**config.mk**
```make
export PLATFORM = sky130hd
export DESIGN_NAME = quadratic_arbiter
export DESIGN_NICKNAME = d
export VERILOG_FILES = /design/src/rtl/quadratic_arbiter.sv
export SDC_FILE = /design/constraint.sdc
export NUM_CORES = 1
export LEC_CHECK = 0
export ABC_AREA = 1
export BUFFER_PORTS_ARGS = -buffer_cell sky130_fd_sc_hd__buf_2
export CAP_MARGIN = 20
export CORE_UTILIZATION = 52
export DETAILED_ROUTE_END_ITERATION = 6
export PLACE_DENSITY_LB_ADDON = 0.05
export RECOVER_POWER = 25
export SYNTH_ARGS = -nofsm -noshare
export SYNTH_HDL_FRONTEND = slang
export SYNTH_SLANG_ARGS = --single-unit
```
**constraint.sdc**
```tcl
create_clock -name clk -period 3 [get_ports clk]
set_clock_uncertainty 0.1 [all_clocks]
set_input_delay 0 -clock clk [delete_from_list [all_inputs] [get_ports clk]]
set_output_delay 0 -clock clk [all_outputs]
set_load 0.03 [all_outputs]
```
**src/rtl/quadratic_arbiter.sv**
```systemverilog
// Round-robin front end that time-shares one combinational quadratic evaluator
// among NREQ clients, returning each result over a valid/ready response channel.

module quadratic_arbiter #(
  parameter int NREQ   = 4,
  parameter int IDW    = 2,
  parameter int SETTLE = 1
) (
  input  logic                 clk,
  input  logic                 reset,
  input  logic [NREQ-1:0]      req_valid,
  input  logic [10*NREQ-1:0]   req_data,
  output logic [NREQ-1:0]      req_ready,
  output logic [9:0]           q_in,
  input  logic [9:0]           q_out,
  output logic                 rsp_valid,
  input  logic                 rsp_ready,
  output logic [9:0]           rsp_data,
  output logic [IDW-1:0]       rsp_id,
  output logic                 busy,
  output logic [15:0]          done_count
);

  localparam logic [1:0]     IDLE      = 2'd0;
  localparam logic [1:0]     EVAL      = 2'd1;
  localparam logic [1:0]     RESP      = 2'd2;
  localparam logic [3:0]     SETTLE_M1 = 4'(SETTLE - 1);
  localparam logic [IDW:0]   NREQ_W    = (IDW+1)'(NREQ);
  localparam logic [IDW-1:0] LAST_ID   = IDW'(NREQ - 1);

  logic [1:0]      state_r;
  logic [3:0]      cnt_r;
  logic [IDW-1:0]  rr_ptr_r;
  logic [9:0]      q_in_r;
  logic            rsp_valid_r;
  logic [9:0]      rsp_data_r;
  logic [IDW-1:0]  rsp_id_r;
  logic [15:0]     done_count_r;

  logic            win_found_s;
  logic [IDW-1:0]  win_id_s;
  logic [IDW:0]    cand_s;
  logic [9:0]      win_data_s;
  logic [NREQ-1:0] req_ready_s;
  logic            accept_s;
  logic [IDW-1:0]  next_ptr_s;

  // Round-robin search starting at rr_ptr, wrapping modulo NREQ.
  always_comb begin
    win_found_s = 1'b0;
    win_id_s    = '0;
    cand_s      = '0;
    for (int j = 0; j < NREQ; j++) begin
      cand_s = {1'b0, rr_ptr_r} + (IDW+1)'(j);
      if (cand_s >= NREQ_W) begin
        cand_s = cand_s - NREQ_W;
      end else begin
        cand_s = cand_s;
      end
      if (!win_found_s && req_valid[cand_s[IDW-1:0]]) begin
        win_found_s = 1'b1;
        win_id_s    = cand_s[IDW-1:0];
      end else begin
        win_id_s    = win_id_s;
      end
    end
  end

  // Operand of the current winner.
  always_comb begin
    win_data_s = 10'd0;
    for (int i = 0; i < NREQ; i++) begin
      if (win_id_s == IDW'(i)) begin
        win_data_s = req_data[10*i +: 10];
      end else begin
        win_data_s = win_data_s;
      end
    end
  end

  // Grant is offered only while idle and out of reset.
  always_comb begin
    req_ready_s = '0;
    accept_s    = 1'b0;
    if (!reset && (state_r == IDLE) && win_found_s) begin
      req_ready_s = {{(NREQ-1){1'b0}}, 1'b1} << win_id_s;
      accept_s    = 1'b1;
    end else begin
      req_ready_s = '0;
      accept_s    = 1'b0;
    end
  end

  // The finishing requester drops to lowest priority next time round.
  always_comb begin
    next_ptr_s = '0;
    if (rsp_id_r == LAST_ID) begin
      next_ptr_s = '0;
    end else begin
      next_ptr_s = rsp_id_r + IDW'(1);
    end
  end

  // Transaction sequencer: accept, hold operand for SETTLE cycles, respond.
  always_ff @(posedge clk) begin
    if (reset) begin
      state_r      <= IDLE;
      cnt_r        <= 4'd0;
      rr_ptr_r     <= '0;
      q_in_r       <= 10'd0;
      rsp_valid_r  <= 1'b0;
      rsp_data_r   <= 10'd0;
      rsp_id_r     <= '0;
      done_count_r <= 16'd0;
    end else begin
      case (state_r)
        IDLE: begin
          if (accept_s) begin
            q_in_r   <= win_data_s;
            rsp_id_r <= win_id_s;
            cnt_r    <= SETTLE_M1;
            state_r  <= EVAL;
          end else begin
            state_r  <= IDLE;
          end
        end
        EVAL: begin
          if (cnt_r != 4'd0) begin
            cnt_r       <= cnt_r - 4'd1;
          end else begin
            rsp_data_r  <= q_out;
            rsp_valid_r <= 1'b1;
            state_r     <= RESP;
          end
        end
        RESP: begin
          if (rsp_ready) begin
            rsp_valid_r  <= 1'b0;
            done_count_r <= done_count_r + 16'd1;
            rr_ptr_r     <= next_ptr_s;
            state_r      <= IDLE;
          end else begin
            state_r      <= RESP;
          end
        end
        default: begin
          rsp_valid_r <= 1'b0;
          state_r     <= IDLE;
        end
      endcase
    end
  end

  assign req_ready  = req_ready_s;
  assign q_in       = q_in_r;
  assign rsp_valid  = rsp_valid_r;
  assign rsp_data   = rsp_data_r;
  assign rsp_id     = rsp_id_r;
  assign busy       = (state_r != IDLE);
  assign done_count = done_count_r;

  quadratic_arbiter_chk #(
    .NREQ (NREQ),
    .IDW  (IDW)
  ) u_chk (
    .clk       (clk),
    .reset     (reset),
    .req_ready (req_ready_s),
    .q_in      (q_in_r),
    .rsp_valid (rsp_valid_r),
    .rsp_ready (rsp_ready),
    .rsp_data  (rsp_data_r),
    .rsp_id    (rsp_id_r),
    .busy      (busy)
  );

endmodule

// Protocol properties of the arbiter: one-hot grant, no grant while busy,
// stable operand during evaluation and stable response under backpressure.
module quadratic_arbiter_chk #(
  parameter int NREQ = 4,
  parameter int IDW  = 2
) (
  input logic            clk,
  input logic            reset,
  input logic [NREQ-1:0] req_ready,
  input logic [9:0]      q_in,
  input logic            rsp_valid,
  input logic            rsp_ready,
  input logic [9:0]      rsp_data,
  input logic [IDW-1:0]  rsp_id,
  input logic            busy
);

  a_grant_onehot: assert property (@(posedge clk) disable iff (reset)
    $onehot0(req_ready));

  a_no_grant_busy: assert property (@(posedge clk) disable iff (reset)
    busy |-> (req_ready == '0));

  a_operand_hold: assert property (@(posedge clk) disable iff (reset)
    (busy && !rsp_valid) |=> $stable(q_in));

  a_rsp_hold: assert property (@(posedge clk) disable iff (reset)
    (rsp_valid && !rsp_ready) |=> (rsp_valid && $stable(rsp_data) && $stable(rsp_id)));

endmodule

```
==> flow_metrics.py <==
metrics = {
    "clocking": {
        "clk_latency_ns": 0.30,
        "htree_levels": 2,
        "clockBufferDepth": 2,
        "root_buffer": "clkbuf_8",
        "clk_pin_slew_ns": 0.09,
        "cts_tree": "yes",
        "numCtsBuffers": 5,
        "clock_sinks": 47,
        "cts_resized": 0,
    },
    "worst_setup_path": {
        "path_cells": "inv_4, nand2_1, nand2_1, nand2_2, nand2_2, nor2_4, nand4_1, nand2_4, inv_2, nand2_1, nand3_1, nand2_1, a21oi_2, dlygate4sd3_1",
        "cpPeakStageDelay_ns": 0.57,
        "crit_slowest_cell": "dlygate4sd3_1",
        "crit_fanout": 24,
        "cpMostUsedCell": "nand2_1",
        "cp.required_ns": 3.09,
        "end_kind": "flop",
        "cp_top_family": "simple AND/OR/NAND/NOR gates",
        "start_kind": "flop",
        "path_buf_inv": 3,
        "arrival_ns": 2.83,
        "worstSetupPathType": "flop to flop",
    },
    "final_layout": {
        "antenna_cells": 0,
        "nNetsFinal": 561,
        "final_cells": 554,
        "syn2layout_area_growth_pct": 37.2,
        "drive_gt1_frac": 0.215,
        "stdcell_area_mm2": 0.00341,
        "finish.utilization": 0.762,
    },
    "outcome": {
        "status": "finished, violations left",
        "failed_checks": "DRC",
    },
    "detailed_routing": {
        "post_drt_wl_per_cell_um": 12.1,
        "firstDrtPassIters": 7,
        "dr_total_vias": 2855,
        "dr.first_iter.drc_count": 118,
        "ant_nets": 0,
        "drc_errors": 5,
        "avgViaCountPerCell": 5.15,
        "drt-total-wl_mm": 6.70,
    },
    "floorplan": {
        "die-area_mm2": 0.00506,
        "core-area_mm2": 0.00447,
        "initial_core_util": 0.555,
        "die_w_um": 71.1,
        "placementRows": 24,
        "die_h_um": 71.1,
        "pin_count": 101,
    },
    "sta": {
        "grt_setup_unrepaired": "false",
        "slew_viol_final": 0,
        "hold_viol": 0,
        "min_period_over_period": 0.912,
        "finalSetupTns_ns": 0,
        "whs_ns": 0.363,
        "max_slew.worst_pin.slew_ns": 0.696,
        "post-route-min-period_ns": 2.74,
        "fin_ws_ns": 0.264,
        "setup_violations": 0,
        "fmax_ghz": 0.366,
        "slew_headroom": 0.536,
    },
    "grt": {
        "grt_antenna_before_repair": 0,
        "grt_use_total": 0.279,
        "grt_max_degree": 26,
        "grt.overflow.total": 0,
        "grt_pass1_wl_mm": 11.4,
        "grt_pass1_vias": 2721,
    },
    "power_and_ir_drop": {
        "powerDensity_mw_per_mm2": 528,
        "total_leakage_power_nw": 1.67,
        "p_int_mw": 1.16,
        "netSwitchingFraction": 0.355,
        "p_comb_frac": 0.328,
        "vdd_ir_drop_max_uv": 348,
        "total_power_mw": 1.80,
        "seqPwrFrac": 0.399,
        "pwr-share-clk": 0.274,
        "power.switching_mw": 0.640,
    },
    "place": {
        "dpl.cell_count": 513,
        "routabilityCongestion": 0.881,
        "dp_slack_ns": 0.829,
        "place_area_mm2": 0.00299,
        "io_buffers": 100,
        "hpwl_mm": 4.46,
    },
    "synthesis": {
        "synth_top_area_frac": 0.379,
        "yosys_warnings": 0,
        "syn_area_per_cell_um2": 6.68,
        "syn-cell-area_mm2": 0.00248,
        "seq_area_frac_synth": 0.379,
        "synth_top_cell_by_area": "dfxtp_1",
        "synth_fp_nets": 432,
        "synth-edff-count": 0,
        "synthCells": 372,
        "synthTopCellsByArea": "dfxtp_1 38%, nand2_1 14%, nor2_1 8.3%",
        "synth_ff_type": "dfxtp_1",
        "ys_async_sr_fraction": 0,
        "ys_seq_elements": 47,
        "ys_types": 36,
    },
    "run": {
        "drv_cap": 0,
    },
    "worst_hold_path": {
        "holdCritPathClass": "input pin to flop",
    },
}
## Yosys cell counts (4+ instances only)
cell	n
clkbuf_1	5
nor3_1	5
o21ai_0	22
a21oi_1	21
a21oi_2	4
inv_1	33
dfxtp_1	47
nand4_1	6
nor2_1	55
nand2_1	95
nand3_1	40
inv_2	4
nand2_2	4
## worst paths after layout
check | startpoint | to | slack (ns) | depth (start not counted)
max | rr_ptr_r[0] | q_in[3] | 0.26 | 14
min | q_out[8] | rsp_data[8] | 0.36 | 4
max reg2reg | rr_ptr_r[0] | q_in[3] | 0.26 | 14
min reg2reg | q_in[8] | q_in[8] | 0.36 | 2
## layout make-up
| type | count | area [µm²] |
|---|---|---|
| clock buffers | 6 | 82.6 |
| flip-flops and latches | 47 | 941 |
| fillers | 366 | 1060 |
| clock inverters | 2 | 38.8 |
| well taps | 52 | 65.1 |
| repair buffers | 133 | 803 |
| multi-input cells | 276 | 1330 |
| inverters | 38 | 145 |
## sequential cells by signal, summed over array words and instances, names as in the netlist
name and flops:
rsp_data 10, rsp_id 2, q_in 10, rr_ptr_r 2, state_r 2, cnt_r 4, done_count 16, rsp_valid 1
## cell families after synthesis
logic type               synth area share
XOR/XNOR                          0.00705
AND/OR/NAND/NOR                     0.395
adder cells (fa/ha/maj)            0.0151
AO/OA/AOI/OAI                       0.120
flip-flops                          0.379
buffers and inverters              0.0846
## layout by cell type, fill, tap and decap left out, drive strengths merged
master,count
a21oi,25
and3,1
buf,78
bufinv,1
clkbuf,28
dfxtp,47
dlygate4sd3,33
ha,3
inv,39
nand2,100
nand3,42
nand3b,2
nand4,6
nor2,59
nor3,5
nor3b,1
nor4,1
o21a,2
o21ai,26
o41ai,1
xnor2,1
xor2,1
## power by group through the flow
stage	clock network (mW)	registers [mW]	logic [mW]
floorplan	0	0.819	0.300
global placement	0	0.727	0.520
detailed placement	0	0.728	0.528
CTS	0.502	0.715	0.590
global route	0.525	0.724	0.648
finish	0.492	0.718	0.590
## per-layer routing
metal	up-vias	wire length, µm	GRT usage
li1	1461	-	-
met3	14	389	0.0570
met5	-	0	0
met4	0	102	0.102
met2	112	3310	0.498
met1	1268	2890	0.332
## worst min-delay path: stages
cell	delay [ns]
dlygate4sd3_1	0.52
buf_2	0.09
nor2_1	0.03
nor2_1	0.08
## repair_timing
item / CTS / global route
hold buffers: 33 / 0
setup buffers: 0 / 0
hold endpoints to repair: 24 / 0
(Power assumes the default switching activity.)
